`src/rtl/cpu_bus_pkg.sv`:
```
// Shared types and defaults for the Famicom cartridge CPU bus initiator.
package cpu_bus_pkg;

   typedef enum logic {
      ST_IDLE = 1'b0,
      ST_CYC  = 1'b1
   } state_e;

   localparam int          DEF_CYCLE_CLKS  = 12;
   localparam int          DEF_M2_LOW_CLKS = 5;
   localparam logic [15:0] DEF_IDLE_ADDR   = 16'h0000;

endpackage

```
`src/rtl/cpu_bus_master_sync2.sv`:
```
// Two-flop synchronizer for a single asynchronous level (cartridge /IRQ);
// the reset value is a parameter so active-low lines come up deasserted.
module sync2 #(
   parameter logic RESET_VAL = 1'b0
) (
   input  logic clk,
   input  logic rst,
   input  logic d,
   output logic q
);

   logic meta_q;
   logic sync_q;

   always_ff @(posedge clk) begin
      if (rst) begin
         meta_q <= RESET_VAL;
         sync_q <= RESET_VAL;
      end else begin
         meta_q <= d;
         sync_q <= meta_q;
      end
   end

   assign q = sync_q;

endmodule

```
`src/rtl/cpu_bus_master.sv`:
```
// Famicom CPU bus initiator: turns one host request into one 2A03-style bus cycle.
// Define CPU_BUS_FREE_RUN_M2_EN to run dummy cycles while idle so M2 never stops.
module cpu_bus_master
   import cpu_bus_pkg::*;
#(
   parameter int          CYCLE_CLKS  = DEF_CYCLE_CLKS,
   parameter int          M2_LOW_CLKS = DEF_M2_LOW_CLKS,
   parameter logic [15:0] IDLE_ADDR   = DEF_IDLE_ADDR
) (
   input  logic        clk,
   input  logic        rst,
   input  logic        req_valid,
   output logic        req_ready,
   input  logic        req_write,
   input  logic [15:0] req_addr,
   input  logic [7:0]  req_wdata,
   output logic        rsp_valid,
   output logic [7:0]  rsp_rdata,
   output logic        m2,
   output logic        romsel,
   output logic        cpu_rw,
   output logic [14:0] cpu_addr,
   output logic [7:0]  cpu_data_out,
   output logic        cpu_data_oe,
   input  logic [7:0]  cpu_data_in,
   input  logic        irq,
   output logic        irq_sync
);

   if (CYCLE_CLKS < 4 || M2_LOW_CLKS < 1 || M2_LOW_CLKS > CYCLE_CLKS - 2) begin : g_param_check
      $error("cpu_bus_master: CYCLE_CLKS or M2_LOW_CLKS out of range");
   end

   localparam int            PW         = $clog2(CYCLE_CLKS);
   localparam logic [PW-1:0] LAST_PHASE = PW'(CYCLE_CLKS - 1);
   localparam logic [PW-1:0] M2_RISE    = PW'(M2_LOW_CLKS);
   localparam logic [PW-1:0] PHASE_ONE  = PW'(1);

   state_e        state_q, state_d;
   logic [PW-1:0] phase_q, phase_d;
   logic          dummy_q, dummy_d;
   logic          a15_q, a15_d;
   logic          cpu_rw_q, cpu_rw_d;
   logic [14:0]   cpu_addr_q, cpu_addr_d;
   logic [7:0]    cpu_data_out_q, cpu_data_out_d;
   logic          m2_q, m2_d;
   logic          romsel_q, romsel_d;
   logic          oe_q, oe_d;
   logic          rsp_valid_q, rsp_valid_d;
   logic [7:0]    rsp_rdata_q, rsp_rdata_d;

   logic cyc_end;
   logic start_req;
   logic start_dummy;

   assign cyc_end   = (state_q == ST_CYC) && (phase_q == LAST_PHASE);
   assign req_ready = (state_q == ST_IDLE) || cyc_end;
   assign start_req = req_ready && req_valid;

`ifdef CPU_BUS_FREE_RUN_M2_EN
   assign start_dummy = req_ready && !req_valid;
`else
   assign start_dummy = 1'b0;
`endif

   // NOTE: every _d gets a default before any branch so no path leaves it unassigned (no latches).
   always_comb begin
      state_d        = state_q;
      phase_d        = phase_q;
      dummy_d        = dummy_q;
      a15_d          = a15_q;
      cpu_rw_d       = cpu_rw_q;
      cpu_addr_d     = cpu_addr_q;
      cpu_data_out_d = cpu_data_out_q;
      rsp_valid_d    = 1'b0;
      rsp_rdata_d    = rsp_rdata_q;

      if (cyc_end && !dummy_q) begin
         rsp_valid_d = 1'b1;
         rsp_rdata_d = cpu_rw_q ? cpu_data_in : 8'h00;
      end

      if (start_req) begin
         state_d        = ST_CYC;
         phase_d        = '0;
         dummy_d        = 1'b0;
         a15_d          = req_addr[15];
         cpu_rw_d       = ~req_write;
         cpu_addr_d     = req_addr[14:0];
         cpu_data_out_d = req_wdata;
      end else if (start_dummy) begin
         state_d    = ST_CYC;
         phase_d    = '0;
         dummy_d    = 1'b1;
         a15_d      = 1'b0;
         cpu_rw_d   = 1'b1;
         cpu_addr_d = IDLE_ADDR[14:0];
      end else if (cyc_end) begin
         state_d    = ST_IDLE;
         phase_d    = '0;
         dummy_d    = 1'b0;
         a15_d      = 1'b0;
         cpu_rw_d   = 1'b1;
         cpu_addr_d = IDLE_ADDR[14:0];
      end else if (state_q == ST_CYC) begin
         phase_d = phase_q + PHASE_ONE;
      end

      // Bus strobes are registered from the next phase so they change exactly on phase boundaries.
      m2_d     = (state_d == ST_CYC) && (phase_d >= M2_RISE);
      romsel_d = ~(m2_d & a15_d);
      oe_d     = m2_d & ~cpu_rw_d;
   end

   // NOTE: state registers use non-blocking assignment so all flops update from pre-edge values.
   always_ff @(posedge clk) begin
      if (rst) begin
         state_q        <= ST_IDLE;
         phase_q        <= '0;
         dummy_q        <= 1'b0;
         a15_q          <= 1'b0;
         cpu_rw_q       <= 1'b1;
         cpu_addr_q     <= IDLE_ADDR[14:0];
         cpu_data_out_q <= 8'h00;
         m2_q           <= 1'b0;
         romsel_q       <= 1'b1;
         oe_q           <= 1'b0;
         rsp_valid_q    <= 1'b0;
         rsp_rdata_q    <= 8'h00;
      end else begin
         state_q        <= state_d;
         phase_q        <= phase_d;
         dummy_q        <= dummy_d;
         a15_q          <= a15_d;
         cpu_rw_q       <= cpu_rw_d;
         cpu_addr_q     <= cpu_addr_d;
         cpu_data_out_q <= cpu_data_out_d;
         m2_q           <= m2_d;
         romsel_q       <= romsel_d;
         oe_q           <= oe_d;
         rsp_valid_q    <= rsp_valid_d;
         rsp_rdata_q    <= rsp_rdata_d;
      end
   end

   assign m2           = m2_q;
   assign romsel       = romsel_q;
   assign cpu_rw       = cpu_rw_q;
   assign cpu_addr     = cpu_addr_q;
   assign cpu_data_out = cpu_data_out_q;
   assign cpu_data_oe  = oe_q;
   assign rsp_valid    = rsp_valid_q;
   assign rsp_rdata    = rsp_rdata_q;

   sync2 #(
      .RESET_VAL(1'b1)
   ) u_irq_sync (
      .clk(clk),
      .rst(rst),
      .d  (irq),
      .q  (irq_sync)
   );

endmodule
```
`config.mk`:
```
export PLATFORM = sky130hd
export DESIGN_NAME = cpu_bus_master
export DESIGN_NICKNAME = d
export VERILOG_FILES = /design/src/rtl/cpu_bus_pkg.sv /design/src/rtl/cpu_bus_master_sync2.sv /design/src/rtl/cpu_bus_master.sv
export SDC_FILE = /design/constraint.sdc
export NUM_CORES = 1
export LEC_CHECK = 0
export CAP_MARGIN = 30
export CORE_MARGIN = 2
export CORE_UTILIZATION = 40
export CTS_BUF_LIST = sky130_fd_sc_hd__clkbuf_16
export DETAILED_ROUTE_END_ITERATION = 16
export PLACE_DENSITY_LB_ADDON = 0.12
export SLEW_MARGIN = 20
export SYNTH_ARGS = -nofsm -noshare
export SYNTH_HDL_FRONTEND = slang
export SYNTH_HIERARCHICAL = 1
export SYNTH_SLANG_ARGS = --single-unit
```
`constraint.sdc`:
```
create_clock -name clk -period 1.7 [get_ports clk]
set_input_delay 0.255 -clock clk [delete_from_list [all_inputs] [get_ports clk]]
set_output_delay 0.255 -clock clk [all_outputs]
set_load 0.02 [all_outputs]
```
# After elaboration in Yosys (flattened, before gate mapping)
# Cells that the tools add are included.
# W data, S select, Z words.
[totals]
reg_bits = 44
[op_classes]
addsub = 1
order_cmp = 1
n_eq_ne = 1
mux = 13
bitwise = 6
reduce_logical = 5
[op_table]
columns = ["cell", "count"]
rows = [
  ["$mux W15", 2],
  ["$mux W4", 3],
  ["$mux W8", 1],
  ["$mux W1", 7],
  ["$add A4 B1 Y4 const B", 1],
  ["$eq A4 B4 Y1 const B", 1],
  ["$ge A4 B3 Y1 const B", 1],
  ["$not A1 Y1", 4],
  ["$logic_and A1 B1 Y1", 3],
  ["$and A1 B1 Y1", 2],
  ["$reduce_bool A2 Y1", 1],
  ["$logic_or A1 B1 Y1", 1],
]

# Longest topological paths before layout
# Gate-level depths: netlist of the first run.
[logic_depth]
ltp_word = 9
mapped_depth = 6
depth_no_buf = 6

# Cells and area by module
# Netlist of the first run, hierarchy kept.
[modules_own_cells]
columns = ["mod", "n_inst", "cells_per_inst", "area_each_um2", "seq_area_each_um2"]
rows = [
  ["cpu_bus_master", 1, 146, 1527.7, 840.8],
  ["sync2", 1, 4, 52.6, 40.0],
]

# Least setup slack after synthesis of the first run
# No wires, ideal clock.
[synth_timing]
kind = "reg2reg"
startpoint = "register phase_q[0]"
endpoint = "register cpu_data_out_q[2] (netlist: cpu_data_out[2])"
setup_ps = 128
t_arrival_ps = 1418
t_required_ps = 1572
slack_ps = 154
stages_incl_launch_ff = 7
n_path_buf = 1
period_less_slack_ps = 1546
cell_sequence = "dfxtp_1 > ha_1 > nand3b_4 > a21oi_4 > buf_6 > mux2i_1 > nor2_1"
[synth_via]
elab_chain_len = 4
[synth_lines]
columns = ["element", "line", "text"]
rows = [
  ["start, declared", "cpu_bus_master.sv:40", "logic [PW-1:0] phase_q, phase_d;"],
  ["start signal, assigned", "cpu_bus_master.sv:132", "phase_q <= phase_d;"],
  ["$eq A4 B4 Y1", "cpu_bus_master.sv:56", "assign cyc_end = (state_q == ST_CYC) && (phase_q == LAST_PHASE);"],
  ["$logic_and A1 B1 Y1", "cpu_bus_master.sv:56", ""],
  ["$logic_or A1 B1 Y1", "cpu_bus_master.sv:57", "assign req_ready = (state_q == ST_IDLE) || cyc_end;"],
  ["$logic_and A1 B1 Y1", "cpu_bus_master.sv:58", "assign start_req = req_ready && req_valid;"],
  ["end signal, assigned", "cpu_bus_master.sv:137", "cpu_data_out_q <= cpu_data_out_d;"],
  ["end, declared", "cpu_bus_master.sv:45", "logic [7:0] cpu_data_out_q, cpu_data_out_d;"],
]
# Every way passes these cells.
# A chain may end at the register's enable or synchronous reset.

# Final worst setup path of the first run
[layout_timing]
startpoint = "register phase_q[0]"
endpoint = "output port req_ready"
[layout_via]
elab_chain_len = 3
[layout_lines]
columns = ["element", "line", "text"]
rows = [
  ["$eq A4 B4 Y1", "cpu_bus_master.sv:56", ""],
  ["$logic_and A1 B1 Y1", "cpu_bus_master.sv:56", ""],
  ["$logic_or A1 B1 Y1", "cpu_bus_master.sv:57", ""],
  ["end, declared", "cpu_bus_master.sv:13", "output logic req_ready,"],
]
# Every way passes these cells.

==> flow_metrics.tcl, run 1 <==
set metrics [dict create \
    synth.top_cells.by_area "dfxtp_1, a22oi_1, nor2_1" \
    drc 0 \
    dpl.hpwl_mm 3.011 \
    synth_area_leader_cell "dfxtp_1" \
    numCtsBuffers 5 \
    whs_path_depth 1 \
    ctsResizeCount 5 \
    whs_ns 0.4091 \
    setup_ws_ns 0.05209 \
    postCtsSetupBuffers 0 \
    syn2layout_area_growth_pct 66.19 \
    setup_viol 0 \
    dieArea_um2 4470 \
    cp.arrival_ns 1.39 \
    startpoint_type "flip-flop" \
    vias 1430 \
    power.leakage_nw 1.065 \
    dr.first_iter.drc_count 76 \
    critical_path_class "flip-flop to output pin" \
    synth.distinct_cells 31 \
    post-route-min-period_ns 1.648 \
    vias_per_cell 5.018 \
    first_pass_iters 4 \
    maxSlewHeadroom_pct 63.59 \
    grt_pass1_vias 1443 \
    io_buffers 74 \
    total_power_w 0.002509 \
    irDropWorstVdd_mv 0.8885 \
    ys_seq_area_share_pct 55.74 \
    min_to "u_irq_sync/q" \
    status "complete, no violations" \
    cap_violations 0 \
    ff2ff_setup_slack_ns 0.18 \
    rows 22 \
    grt_use_total_pct 19.11 \
    detail-route-antenna-nets 0 \
    critPathCaptureType "output pin" \
    power.switching_w 0.0005407 \
    hold_class "flip-flop to flip-flop" \
    powerDensity_nw_per_um2 955.4 \
    worstPathRequired_ns 1.44 \
    p_comb_share_pct 15.0 \
    rsz0062_at_grt "false" \
    path_max_fanout 5 \
    clockPowerShare_pct 41.3 \
    htreeDepth 2 \
    holdBufCountCts 0 \
    clkSlewWorstSetupHoldPaths_ns 0.06 \
    dp_slack_ns -0.1104 \
    grt_antenna_before_repair 0 \
    ctsLongestPathBuffers 2 \
    routed_wl_mm 4.014 \
    syn_inst 150 \
    hold_violations 0 \
    fp.dieH_um 66.86 \
    yosysTopAreaCellShare_pct 55.74 \
    avgSynthCellArea_um2 10.54 \
    reg2regPathDepth 7 \
    syn-num-nets 188 \
    regToRegStartpoint "phase_q[0]" \
    grt_pass1_wl_mm 6.479 \
    period_share_pct 96.94 \
    worst_slew_pin_slew_ns 0.5442 \
    place_congestion 0.7757 \
    netlist_area_um2 1580 \
    cts-root-buf "clkbuf_16" \
    initial_utilization_pct 42.53 \
    drive_above_1_share_pct 11.81 \
    yosys_warnings 6 \
    p_int_w 0.001968 \
    antenna_cells 0 \
    finClkSkew_ns 0.001598 \
    fmax_mhz 606.8 \
    grt_start_max_net_pins 22 \
    core_area_um2 3716 \
    clock-sinks 44 \
    die_w_um 66.86 \
    nNetsFinal 274 \
    ys_seq_elements 44 \
    worst_r2r_endpoint "cpu_data_out[0]" \
    min-delay-start "u_irq_sync/meta_q" \
    cts_tree "built" \
    overflow 0 \
    seqPwrFrac_pct 43.8 \
    swShare_pct 21.55 \
    finalMaxSlewViolations 0 \
    clock_latency_ns 0.28 \
    ios 75 \
    wl_per_cell_um 14.08 \
]
[through the flow]
step	instance area, um2	cells	utilization [%]	setup TNS, ns
finish	2626	285	70.67	0
detailed placement	2447	277	65.86	-0.1399
global placement	2447	277	65.86	-0.05344
global route	2626	285	70.67	0
floorplan	1580	150	-	0
CTS	2624	285	70.61	0
[critical path, cell delays in order (launching register included)]
cell and delay, ns:
dfxtp_2 0.35, ha_4 0.18, nand3b_4 0.08, and2_1 0.17
inv_1 0.08, clkdlybuf4s15_2 0.26
[cell usage in the layout (no fill, tap or decap), types with 2 or more instances in the layout]
cell type        instances
clkinv_1                 2
clkbuf_16                5
a22o_1                   9
clkdlybuf4s50_1         73
mux2i_1                 10
and2_1                   3
dfxtp_1                 42
a21oi_1                  2
dfxtp_2                  2
nor2_1                  31
buf_4                   13
or2_1                    3
nor3_1                   2
inv_1                    3
a22oi_1                 17
[worst max path at each step]
| stage | endpoint | slack, ns | depth (start not counted) | startpoint |
|---|---|---|---|---|
| floorplan | cpu_data_out[2] | 0.15 | 6 | phase_q[0] |
| global placement | req_ready | -0.05 | 5 | phase_q[0] |
| detailed placement | req_ready | -0.11 | 5 | phase_q[0] |
| CTS | req_ready | 0.003 | 5 | phase_q[0] |
| global route | req_ready | 0.001 | 5 | phase_q[0] |
| finish | req_ready | 0.05 | 5 | phase_q[0] |
[flip-flops by register name (all words and copies together), names as in the netlist]
name / cells
a15_q: 1
u_irq_sync/q: 1
cpu_data_oe: 1
cpu_data_out: 8
phase_q: 4
romsel: 1
state_q: 1
rsp_rdata: 8
cpu_rw: 1
u_irq_sync/meta_q: 1
cpu_addr: 15
rsp_valid: 1
m2: 1
[power by group through the flow]
stage          logic [W]  clock network (W)  registers, W
2_1_floorplan   0.000127                  0       0.00116
3_3_place_gp    0.000366                  0       0.00112
3_5_place_dp    0.000375                  0       0.00112
4_1_cts         0.000379            0.00105       0.00110
5_1_grt         0.000404            0.00111       0.00110
6_report        0.000376            0.00103       0.00110
[cell usage after synthesis (all sizes together)]
cell type  count
nor2          31
xor2           1
nand2b         1
nor3           2
a211oi         1
nand3b         2
dfxtp         44
buf            5
nand4b         1
o21ai          1
inv            3
ha             1
o32ai          1
a22o           9
and2           3
clkbuf         4
and3b          1
or2            4
nor2b          1
and4b          1
a21oi          4
a22oi         17
mux2i         10
nand4          1
a32oi          1
[cells by family after synthesis]
logic type / synth area share [%]
adders and majority gates: 0.7916
AOI/OAI and AO/OA: 17.18
buffers and inverters: 3.958
and+or+nand+nor: 15.44
muxes: 6.334
xor gates and xnor gates: 0.5543
DFF: 55.74
[final cells by class]
cell class	count	area, um2
multi-input combinational	94	649.4
tap	48	60.06
inverter	3	11.26
fill	301	1090
timing repair buffer	88	859.6
clock buffer	5	125.1
clock inverter	3	37.54
sequential	44	883.3
[per-layer routing]
| metal | global-route usage (%) | share of wire (%) | wire length (um) | up-vias |
|---|---|---|---|---|
| met4 | 6.888 | 1.4 | 57 | 0 |
| met1 | 23.60 | 42 | 1677 | 662 |
| li1 | - | - | - | 703 |
| met2 | 31.75 | 48 | 1943 | 59 |
| met3 | 5.236 | 8.4 | 336 | 6 |
| met5 | 0 | 0 | 0 | - |
(Power assumes the default switching activity.)
==> run 2: changes to the inputs <==
- CORE_UTILIZATION: 40 -> 43
- SKIP_CTS_REPAIR_TIMING: unset -> 1
- clock period: 1.7 -> 2 ns (I/O delays scaled with it)
==> flow_metrics.tcl, run 2 (same netlist as run 1, synthesis figures left out) <==
set metrics [dict create \
    rsz0062_at_grt "false" \
    htreeDepth 2 \
    seqPwrFrac_pct 46.9 \
    whs_path_depth 1 \
    cts_tree "built" \
    syn2layout_area_growth_pct 59.78 \
    numCtsBuffers 5 \
    final_util_pct 70.02 \
    dr.first_iter.drc_count 48 \
    hold_class "flip-flop to flip-flop" \
    detail-route-antenna-nets 0 \
    min-delay-start "u_irq_sync/meta_q" \
    finClkSkew_ns 0.004887 \
    clkSlewWorstSetupHoldPaths_ns 0.06 \
    reg2regPathDepth 5 \
    initial_utilization_pct 43.82 \
    place_congestion 0.7809 \
    grt_use_total_pct 20.23 \
    period_share_pct 94.46 \
    hold_violations 0 \
    ff2ff_setup_slack_ns 0.28 \
    startpoint_type "flip-flop" \
    stdcell_count 278 \
    dp_slack_ns 0.04723 \
    core_area_um2 3606 \
    grt_pass1_wl_mm 6.534 \
    p_comb_share_pct 14.9 \
    path_max_fanout 5 \
    fp.dieH_um 64.62 \
    first_pass_iters 4 \
    worst_slew_pin_slew_ns 0.5279 \
    io_buffers 74 \
    placed_cells 270 \
    status "complete, no violations" \
    swShare_pct 23.38 \
    irDropWorstVdd_mv 0.5118 \
    cap_violations 0 \
    dpl.hpwl_mm 2.897 \
    vias 1391 \
    grt_start_max_net_pins 23 \
    clockPowerShare_pct 38.2 \
    rows 22 \
    maxSlewHeadroom_pct 64.67 \
    power.switching_w 0.0004676 \
    mostFrequentLayoutCells "clkdlybuf4s50_1, dfxtp_1, nor2_1, a22oi_1, mux2i_1" \
    worst_r2r_endpoint "rsp_rdata[3]" \
    regToRegStartpoint "phase_q[0]" \
    setup_ws_ns 0.1108 \
    grt_antenna_before_repair 0 \
    routed_wl_mm 3.868 \
    setup_tns_ns 0 \
    wl_per_cell_um 13.91 \
    fillers 285 \
    dieArea_um2 4176 \
    min_to "u_irq_sync/q" \
    vias_per_cell 5.004 \
    worstPathRequired_ns 1.70 \
    antenna_cells 0 \
    grt_pass1_vias 1453 \
    post-route-min-period_ns 1.889 \
    cts-root-buf "clkbuf_16" \
    ios 75 \
    largest_register_ffs 15 \
    critical_path_class "flip-flop to output pin" \
    drc 0 \
    clock_latency_ns 0.28 \
    final_common_cell "clkdlybuf4s50_1" \
    overflow 0 \
    cp.arrival_ns 1.59 \
    finalMaxSlewViolations 0 \
    setup_viol 0 \
    fmax_mhz 529.3 \
    powerDensity_nw_per_um2 792.3 \
    clock-sinks 44 \
    total_power_w 0.002000 \
    die_w_um 64.62 \
    drive_above_1_share_pct 7.391 \
    p_int_w 0.001533 \
    critPathCaptureType "output pin" \
    nNetsFinal 267 \
    ctsLongestPathBuffers 2 \
    power.leakage_nw 1.022 \
]
run 2: layer usage:
layer / routed length (um) / GRT usage (%) / vias to the layer above
met3: 252 / 7.813 / 11
li1: - / - / 686
met2: 1911 / 33.98 / 56
met5: 0 / 0 / -
met4: 91 / 8.777 / 0
met1: 1612 / 22.81 / 638
run 2: per-stage QoR:
stage	hold WS [ns]	cell area, um2
2_1_floorplan	0.3832	1580
3_3_place_gp	0.3954	2382
3_5_place_dp	0.4008	2382
4_1_cts	0.4137	2522
5_1_grt	0.4206	2525
6_report	0.4084	2525
run 2: worst max-delay path by stage:
stage | start | to | slack, ns | cells after the start
global placement | phase_q[0] | req_ready | 0.11 | 5
global route | phase_q[0] | req_ready | 0.01 | 5
CTS | phase_q[0] | req_ready | -0.27 | 5
floorplan | phase_q[0] | cpu_data_out[2] | 0.45 | 6
finish | phase_q[0] | req_ready | 0.11 | 5
detailed placement | phase_q[0] | req_ready | 0.05 | 5
run 2: worst max-delay path: stages, from the launching register on:
cell,delay (ns)
dfxtp_1,0.41
ha_1,0.25
nand3b_4,0.11
and2_1,0.23
inv_1,0.09
dlymetal6s2s_1,0.22
run 2: cell type report:
type	instances	area (um2)	share of cell area [%]
Sequential cell	44	880.8	34.89
Tap cell	48	60.06	2.379
Inverter	3	11.26	0.4460
Multi-Input combinational cell	94	636.9	25.22
Clock inverter	3	15.01	0.5946
Clock buffer	5	125.1	4.955
Timing Repair Buffer	81	795.8	31.52
run 2: power groups by stage:
stage	logic [W]	registers, W	clock network [W]
after floorplan	0.000108	0.000986	0
after global placement	0.000292	0.000954	0
after detailed placement	0.000298	0.000956	0
after CTS	0.000300	0.000937	0.000787
after global routing	0.000321	0.000941	0.000825
final	0.000298	0.000937	0.000765
==> run 3: changes to the inputs <==
- SLEW_MARGIN: 20 -> unset
==> results of run 3 <==
Final layout, timing and power as in run 2 (identical DEF).
==> RTL edit (config.mk and constraints of run 2) <==
Put a register stage on the output `irq_sync`, with the module's reset. The value now appears one clock later. The other outputs are not delayed to match.
--- a/src/rtl/cpu_bus_master.sv
+++ b/src/rtl/cpu_bus_master.sv
@@ -26,6 +26,8 @@
    input  logic        irq,
    output logic        irq_sync
 );
+
+   logic irq_sync_d;
 
    if (CYCLE_CLKS < 4 || M2_LOW_CLKS < 1 || M2_LOW_CLKS > CYCLE_CLKS - 2) begin : g_param_check
       $error("cpu_bus_master: CYCLE_CLKS or M2_LOW_CLKS out of range");
@@ -158,7 +160,15 @@
       .clk(clk),
       .rst(rst),
       .d  (irq),
-      .q  (irq_sync)
+      .q  (irq_sync_d)
    );
 
+   always_ff @(posedge clk) begin
+      if (rst) begin
+         irq_sync <= '0;
+      end else begin
+         irq_sync <= irq_sync_d;
+      end
+   end
+
 endmodule
Formal check against the unedited RTL: not equivalent (a bounded check fails within 4 cycles, from zero or initial values and one cycle with rst high).
==> RTL edit against run 2 <==
Sequential cell count up 1; area after synthesis is 1.7% higher; cell area increased by 1.4%; die area grew 1.6%; total power rose by 6.9%; count of clock-buffer cells in the layout stayed put; global-route usage shrank 0.70 points; clock power up 15%; sequential share of layout area grew 0.29 points; routed wire length shrank 0.98%; setup slack gained 0.027 ns; critical path type unchanged.
==> RTL edit: results (changes against run 2) <==
[global_route]
grt_util_met1 = 0.2100  ; was 0.2281
grt_max_degree = 35  ; was 23
grt_pass1_wl_mm = 6.327  ; was 6.534 mm
met3_usage = 0.07021  ; was 0.07813
grt_pass1_vias = 1457  ; was 1453
grt_util_met2 = 0.3389  ; was 0.3398
track_usage = 0.1952  ; was 0.2023

[detailed_routing]
vias = 1409  ; was 1391
viasPerCell = 5.105  ; was 5.004
drt-initial-drc-count = 70  ; was 48
routed_wl_mm = 3.830  ; was 3.868 mm

[clock_tree]
cts_buffers = 5  ; unchanged
clk_pin_slew_ns = 0.06  ; about the same
cts.htree.levels = 2  ; unchanged
cts_root_buffer = clkbuf_16  ; unchanged

[logic_synthesis]
synth_compound_area_frac = 0.1690  ; was 0.1718
yosysSeqAreaShare = 0.5607  ; was 0.5574
syn_nets = 190  ; was 188
synth_fa_ha_area_frac = 0.007788  ; was 0.007918
yosysWarnings = 6  ; unchanged
netlist_top_cells_count = 45 x dfxtp_1, 31 x nor2_1, 17 x a22oi_1  ; was 44 x dfxtp_1, 31 x nor2_1, 17 x a22oi_1
synth_xor_area_frac = 0.005452  ; was 0.005542
synth_edf_count = 0  ; unchanged
yosys.cell_types.count = 31  ; unchanged
synthArstFlopShare = 0  ; unchanged
synth.area.mux_share = 0.06231  ; was 0.06334
ys_top_cells_by_area = dfxtp_1 56%, a22oi_1 7.9%, nor2_1 7.2%  ; was dfxtp_1 56%, a22oi_1 8.1%, nor2_1 7.4%
netlist_instances = 152  ; was 150

[timing]
period_minus_slack_ns = 1.863  ; was 1.889 ns
tightest_slew_ns = 0.5361  ; was 0.5279 ns
fin_worst_skew_ns = 0.003528  ; was 0.004887 ns
hold_ws_ns = 0.4098  ; was 0.4084 ns

[cells_and_area]
largest_register_ffs = 15  ; unchanged
drive_above_1_share = 0.06579  ; was 0.07391
final_nets = 266  ; was 267
n_antenna_cell = 0  ; unchanged
num-fill-cells = 292  ; was 285

[power]
p_int_w = 0.001680  ; was 0.001533 W
p_leak_nw = 1.032  ; was 1.022 nW
ir_drop_uv = 418.3  ; was 511.8 uV

[placement]
gp_congestion = 0.7968  ; was 0.7809
place_hpwl_mm = 2.741  ; was 2.897 mm
dp_worst_setup_slack_ns = 0.05838  ; was 0.04723 ns

[outcome]
status = finished, final reports clean  ; unchanged

[setup_path]
worstPathArrival_ns = 1.56  ; was 1.59 ns

[hold_path]
min_path_type = reg2reg  ; unchanged

[RTL edit: cell types whose count changed in the layout (fill, tap and decap cells not counted)]
cell,before,now
buf_4,7,3
buf_12,0,1
bufinv_16,0,1
clkinv_1,1,0
clkinv_2,0,1
clkinvlp_4,1,0
dfxtp_1,44,45
inv_1,4,3
nor2b_1,1,2
[RTL edit: power by group through the flow]
stage | clock [W] | combinational, W | sequential (W)
floorplan | 0 | 0.000109 | 0.00101
global placement | 0 | 0.000292 | 0.000975
detailed placement | 0 | 0.000298 | 0.000978
CTS | 0.000902 | 0.000301 | 0.000959
global route | 0.000933 | 0.000322 | 0.000963
finish | 0.000881 | 0.000298 | 0.000960
[RTL edit: routing by layer]
metal	vias up	wire [microns]	part of all wire
li1	686	-	-
met1	645	1506	0.39
met4	0	73	0.019
met3	6	343	0.090
met5	-	0	0
met2	72	1906	0.50
[RTL edit: through the flow]
| stage | utilization | cell area, sq um |
|---|---|---|
| final | 0.7049 | 2561 |
| after global routing | 0.7049 | 2561 |
| after CTS | 0.7042 | 2559 |
| after detailed placement | 0.6601 | 2399 |
| after global placement | 0.6601 | 2399 |
| after floorplan | - | 1607 |
[RTL edit: cells by family after synthesis]
logic type | after synthesis
AND/OR/NAND/NOR | 49
flip-flops | 45
AO/OA/AOI/OAI | 34
buffers and inverters | 12
multiplexers | 10
XOR/XNOR | 1
adder cells (fa/ha/maj) | 1
[RTL edit: layout make-up]
cell class / instances / area [sq um] / area share
inverter: 3 / 11.26 / 0.004397
clock inverter: 2 / 35.03 / 0.01368
tap: 48 / 60.06 / 0.02345
timing repair buffer: 78 / 785.8 / 0.3068
sequential: 45 / 900.9 / 0.3517
clock buffer: 5 / 125.1 / 0.04885
multi-input combinational: 95 / 643.1 / 0.2511
[RTL edit: path summary, 6_finish.rpt]
path / startpoint / to / cells past startpoint
worst max-delay path: phase_q[0]$_SDFF_PP0_ / req_ready / 5
worst min-delay path: u_irq_sync/meta_q$_SDFF_PP1_ / u_irq_sync/q$_SDFF_PP1_ / 1
worst max register to register: phase_q[0]$_SDFF_PP0_ / rsp_rdata[6]$_SDFFE_PP0P_ / 5
worst min register to register: u_irq_sync/meta_q$_SDFF_PP1_ / u_irq_sync/q$_SDFF_PP1_ / 1
[RTL edit: critical path, stage by stage, from the launching register on]
cell and delay [ns]:
dfxtp_1 0.41, ha_1 0.24, nand3b_4 0.11, and2_1 0.22, inv_1 0.08, dlymetal6s2s_1 0.22
